## src/rtl/pool_window_gen.sv

```systemverilog
// 2x2 non-overlapping window generator over a raster pixel stream; optional signed max output under POOL_WINDOW_MAX_EN.
// Window registered 1 cycle after its bottom-right pixel is accepted; input stalls while an unconsumed window is held.
module pool_window_gen #(
  parameter int BITWIDTH   = 8,
  parameter int MAP_WIDTH  = 28,
  parameter int MAP_HEIGHT = 28
) (
  input  logic                       clk,
  input  logic                       rst_n,
  input  logic                       in_valid,
  output logic                       in_ready,
  input  logic signed [BITWIDTH-1:0] in_data,
  output logic                       out_valid,
  input  logic                       out_ready,
  output logic signed [BITWIDTH-1:0] a,
  output logic signed [BITWIDTH-1:0] b,
  output logic signed [BITWIDTH-1:0] c,
  output logic signed [BITWIDTH-1:0] d,
  output logic                       frame_done
`ifdef POOL_WINDOW_MAX_EN
  ,
  output logic signed [BITWIDTH-1:0] max_number
`endif
);

  localparam int CW = (MAP_WIDTH  > 1) ? $clog2(MAP_WIDTH)  : 1;
  localparam int RW = (MAP_HEIGHT > 1) ? $clog2(MAP_HEIGHT) : 1;
  localparam logic [CW-1:0] COL_LAST = CW'(MAP_WIDTH - 1);
  localparam logic [RW-1:0] ROW_LAST = RW'(MAP_HEIGHT - 1);
  localparam logic [CW-1:0] COL_ONE  = CW'(1);

  logic [CW-1:0]               col;
  logic [RW-1:0]               row;
  logic [CW-1:0]               col_even;
  logic signed [BITWIDTH-1:0]  line_buf [MAP_WIDTH];
  logic signed [BITWIDTH-1:0]  held;
  logic                        last_win;
  logic                        accept;
  logic                        odd_row;
  logic                        load;

  assign in_ready   = !out_valid || out_ready;
  assign accept     = in_valid && in_ready;
  assign odd_row    = row[0];
  assign load       = accept && odd_row && col[0];
  assign col_even   = col & ~COL_ONE;
  // Pulse coincides with the consuming handshake of the frame's last window.
  assign frame_done = out_valid && out_ready && last_win;

  // Top row of each window pair; contents need no reset since every entry is rewritten before it is read.
  always_ff @(posedge clk) begin
    if (accept && !odd_row) begin
      line_buf[col] <= in_data;
    end
  end

`ifdef POOL_WINDOW_MAX_EN
  logic signed [BITWIDTH-1:0] top_max;
  logic signed [BITWIDTH-1:0] bot_max;
  logic signed [BITWIDTH-1:0] win_max;

  always_comb begin
    top_max = (line_buf[col_even] > line_buf[col]) ? line_buf[col_even] : line_buf[col];
    bot_max = (held > in_data) ? held : in_data;
    win_max = (top_max > bot_max) ? top_max : bot_max;
  end
`endif

  always_ff @(posedge clk or negedge rst_n) begin
    if (!rst_n) begin
      col       <= '0;
      row       <= '0;
      held      <= '0;
      out_valid <= 1'b0;
      last_win  <= 1'b0;
      a         <= '0;
      b         <= '0;
      c         <= '0;
      d         <= '0;
`ifdef POOL_WINDOW_MAX_EN
      max_number <= '0;
`endif
    end else begin
      if (accept) begin
        if (col == COL_LAST) begin
          col <= '0;
          row <= (row == ROW_LAST) ? '0 : row + 1'b1;
        end else begin
          col <= col + 1'b1;
        end
        if (odd_row && !col[0]) begin
          held <= in_data;
        end
      end

      // A new window may replace the one being consumed in the same cycle.
      if (load) begin
        a         <= line_buf[col_even];
        b         <= line_buf[col];
        c         <= held;
        d         <= in_data;
        last_win  <= (row == ROW_LAST) && (col == COL_LAST);
        out_valid <= 1'b1;
`ifdef POOL_WINDOW_MAX_EN
        max_number <= win_max;
`endif
      end else if (out_ready) begin
        out_valid <= 1'b0;
      end
    end
  end

endmodule

```

## config.mk

```make
export PLATFORM = sky130hd
export DESIGN_NAME = pool_window_gen
export DESIGN_NICKNAME = d
export VERILOG_FILES = /design/src/rtl/pool_window_gen.sv
export SDC_FILE = /design/constraint.sdc
export NUM_CORES = 1
export LEC_CHECK = 0
export BUFFER_PORTS_ARGS = -buffer_cell sky130_fd_sc_hd__buf_2
export CORE_ASPECT_RATIO = 2
export CORE_MARGIN = 8
export CORE_UTILIZATION = 30
export DETAILED_ROUTE_END_ITERATION = 16
export HOLD_SLACK_MARGIN = 0.03
export REMOVE_ABC_BUFFERS = 1
export SLEW_MARGIN = 0
export SYNTH_ARGS = -nofsm -noshare
export SYNTH_HDL_FRONTEND = slang
export SYNTH_SLANG_ARGS = --single-unit
```

## constraint.sdc

```tcl
create_clock -name clk -period 2.3 [get_ports clk]
set_clock_uncertainty 0.1 [all_clocks]
set_input_delay 0.345 -clock clk [delete_from_list [all_inputs] [get_ports clk]]
set_output_delay 0.345 -clock clk [all_outputs]
set_load 0.1 [all_outputs]
```

==> metrics.md <==
| Metric | Value |
|---|---|
| Register area share after synthesis | `70.2%` |
| Max Slew Vio Count | `0` |
| Fin. Hold Viols | `0` |
| Non-Filler Cell Area, Final | `13700 µm²` |
| Drt pass-1 iters | `6` |
| Pin count of the biggest net entering global routing | `38` |
| Core footprint | `37800 µm²` |
| Global-route wire length before repair | `49300 µm` |
| Initial Util | `30.3%` |
| Mapped cell area | `11400 µm²` |
| Pwr per Cell Area | `1330 nW/µm²` |
| Htree depth | `1` |
| Slew margin rel. | `45.3%` |
| Final Cycle Share | `99.2%` |
| Highest clock rate | `438 MHz` |
| Clock latency at the later pin of the worst-skew pair | `540 ps` |
| Worst-path clk slew | `80 ps` |
| Total number of vias | `6923` |
| Critical path required time | `2620 ps` |
| Area grow syn2layout | `19.7%` |
| Synth cell types | `54` |
| Worst Path Max Fanout | `13` |
| Clk sinks | `276` |
| Final RePlAce weighted congestion | `0.945` |
| Finished Layout Cells | `1348` |
| Kind of start point of the critical path | `register` |
| CTS buffer count | `23` |
| Critical path class | `register to register` |
| Placed insts | `1303` |
| DP Wirelength | `24300 µm` |
| Final wirelength | `33600 µm` |
| Die ar. | `45000 µm²` |
| Worst-case vdd ir drop | `0.616 mV` |
| Port Buf Inserts | `46` |
| Die width | `154 µm` |
| Post-synth top flop | `edfxtp_1` |
| I/O pins | `47` |
| Worst-Margin Slew | `821 ps` |
| YS warnings | `0` |
| Nature of the critical path endpoint | `register` |
| Iter 0 DRT Violations | `391` |
| HP Class | `primary input to register` |
| Clock buffer depth | `3` |
| Dpl cell area | `12900 µm²` |
| # Post-CTS Setup Buffers | `0` |
| Max_cap viols | `0` |
| Mapped Cells | `727` |
| FFs w/ async S/R, synth | `18.8%` |
| Crit path DAT | `2600 ps` |
| Overall Global Routing Usage | `15.1%` |
| Final setup viols | `0` |
| Number of global-route vias before repair | `7411` |
| Remaining global-route overflow | `0` |
| DIE HEIGHT | `292 µm` |
| DR vias/cell | `5.14` |
| Initial antenna violation count | `2` |
| Tmin final | `2280 ps` |
| Syn_area_per_cell | `15.7 µm²` |
| Post-synth EDFFs | `224` |
| Final nets | `884` |
| Row count | `101` |
| WL/cell | `24.9 µm` |
| Status | `completed` |
| Detail Route Antenna Nets | `0` |
| Layout cells sized above 1 | `27.3%` |
| Post-synthesis register bit count | `276` |
| Drt drc | `0` |
| CTS tree | `built` |
| Leakage | `5.06 nW` |
| Root Driver | `clkbuf_16` |
==> layout by cell type, fill, tap and decap left out, types with 6 or more instances in the layout <==
master / instances
a21oi_1: 10
buf_12: 6
buf_2: 46
buf_4: 100
clkbuf_16: 23
dfrtp_1: 49
edfxtp_1: 224
ha_1: 6
mux2_2: 13
mux2i_1: 74
mux4_2: 31
nand2_1: 98
nand2b_1: 8
nand3_1: 13
nor2_1: 48
nor2b_1: 8
nor3_1: 6
o21ai_0: 12
o21ai_1: 6
o22ai_1: 14
==> layout make-up <==
| cell class | count | area, µm² |
|---|---|---|
| timing repair buffer | 155 | 1130 |
| multi-input combinational | 407 | 3140 |
| sequential | 276 | 8030 |
| antenna | 2 | 5.00 |
| clock buffer | 26 | 587 |
| inverter | 3 | 11.3 |
| tap | 463 | 579 |
| clock inverter | 16 | 191 |
| fill | 3561 | 24100 |
==> final timing paths <==
path | startpoint | to | slack, ps | cells after the start
setup / recovery | col[3] | b[4] | 20 | 6
hold / removal | in_data[3] | d[3] | 180 | 3
setup reg to reg | col[3] | b[4] | 20 | 6
hold reg to reg | d[6] | d[6] | 370 | 2
max in group asynchronous | rst_n | c[1] | 1220 | 3
min in group asynchronous | rst_n | col[1] | 270 | 2
==> report_power, final <==
| group | internal, mW | leakage, nW | switching (mW) | total [mW] |
|---|---|---|---|---|
| combinational | 2.56 | 2.02 | 5.03 | 7.60 |
| clock | 2.31 | 0.382 | 1.81 | 4.12 |
| sequential | 5.99 | 2.65 | 0.515 | 6.50 |
| total | 10.9 | 5.06 | 7.36 | 18.2 |
==> state kept, by name (all words and copies together), names as in the netlist <==
register,cells
a,8
b,8
c,8
col,5
d,8
held,8
last_win,1
line_buf,224
out_valid,1
row,5
==> synthesized netlist by cell type, types with 2 or more instances <==
cell	count	area share, %
mux2_2	13	1.3
o21a_1	5	0.33
clkbuf_1	8	0.26
and3_1	4	0.22
o21ai_1	6	0.26
o31ai_1	2	0.13
buf_8	2	0.26
mux2i_1	75	6.6
o2111ai_1	5	0.38
nand2_1	98	3.2
mux4_2	31	6.1
o22ai_1	14	0.77
buf_6	3	0.30
o21ai_0	12	0.53
o22a_1	2	0.15
a22oi_1	3	0.20
a32oi_1	2	0.15
o221ai_1	3	0.23
a311oi_1	3	0.23
and2_1	3	0.16
buf_1	4	0.13
inv_1	3	0.099
buf_4	8	0.53
nor3_1	6	0.26
nand2b_1	8	0.44
dfrtp_1	52	11
nor2_1	48	1.6
buf_2	15	0.66
a21oi_1	10	0.44
a221oi_1	2	0.15
nand3_1	13	0.57
nand3b_1	2	0.13
ha_1	6	0.66
nand4_1	4	0.22
or3_1	2	0.11
nor2b_1	8	0.44
edfxtp_1	224	59
a21o_1	2	0.13
==> per-stage QoR <==
stage | setup WS [ps] | util, % | power [mW] | hold slack (ps) | setup TNS [ps]
6_report | 18.8 | 36.2 | 18.2 | 178 | 0
4_1_cts | 15.1 | 36.1 | 18.3 | 188 | 0
3_5_place_dp | 56.3 | 34.1 | 14.2 | 282 | 0
5_1_grt | -0.328 | 36.2 | 18.9 | 219 | -0.328
2_1_floorplan | -2500 | - | 11.1 | -50.6 | -619240
3_3_place_gp | 58.1 | 34.1 | 14.1 | 272 | 0
==> per-layer routing <==
layer  vias to the layer above  share of wire (%)  global-route usage, %
li1                       3059                  -                      -
met2                       204                 56                   29.6
met3                        88                3.8                   1.94
met4                         0                7.8                   11.0
met1                      3572                 32                   13.6
met5                         -                  0                      0
==> critical path, cell delays in order, from the launching register on <==
cell and delay [ps]:
dfrtp_1 500, buf_4 250, or3_1 380, nor2_1 110, a311oi_1 460, o2111ai_1 210, o21a_1 140
==> what timing repair did <==
action	in CTS	in global routing
resized for setup	0	4
hold buffers	1	0
endpoints found under the hold margin	22	0
setup endpoints to repair	0	3
==> cells by family (layout without fill, tap and decap cells) <==
family,after synthesis,after routing,synth area share (%)
AND/OR/NAND/NOR,200,200,7.64
multiplexers,120,120,14.2
other,0,2,0
buffers and inverters,44,200,2.41
AO/OA/AOI/OAI,81,81,4.88
flip-flops,276,276,70.2
adder cells (fa/ha/maj),6,6,0.657
Note: power is estimated with default switching activity, not from simulation.
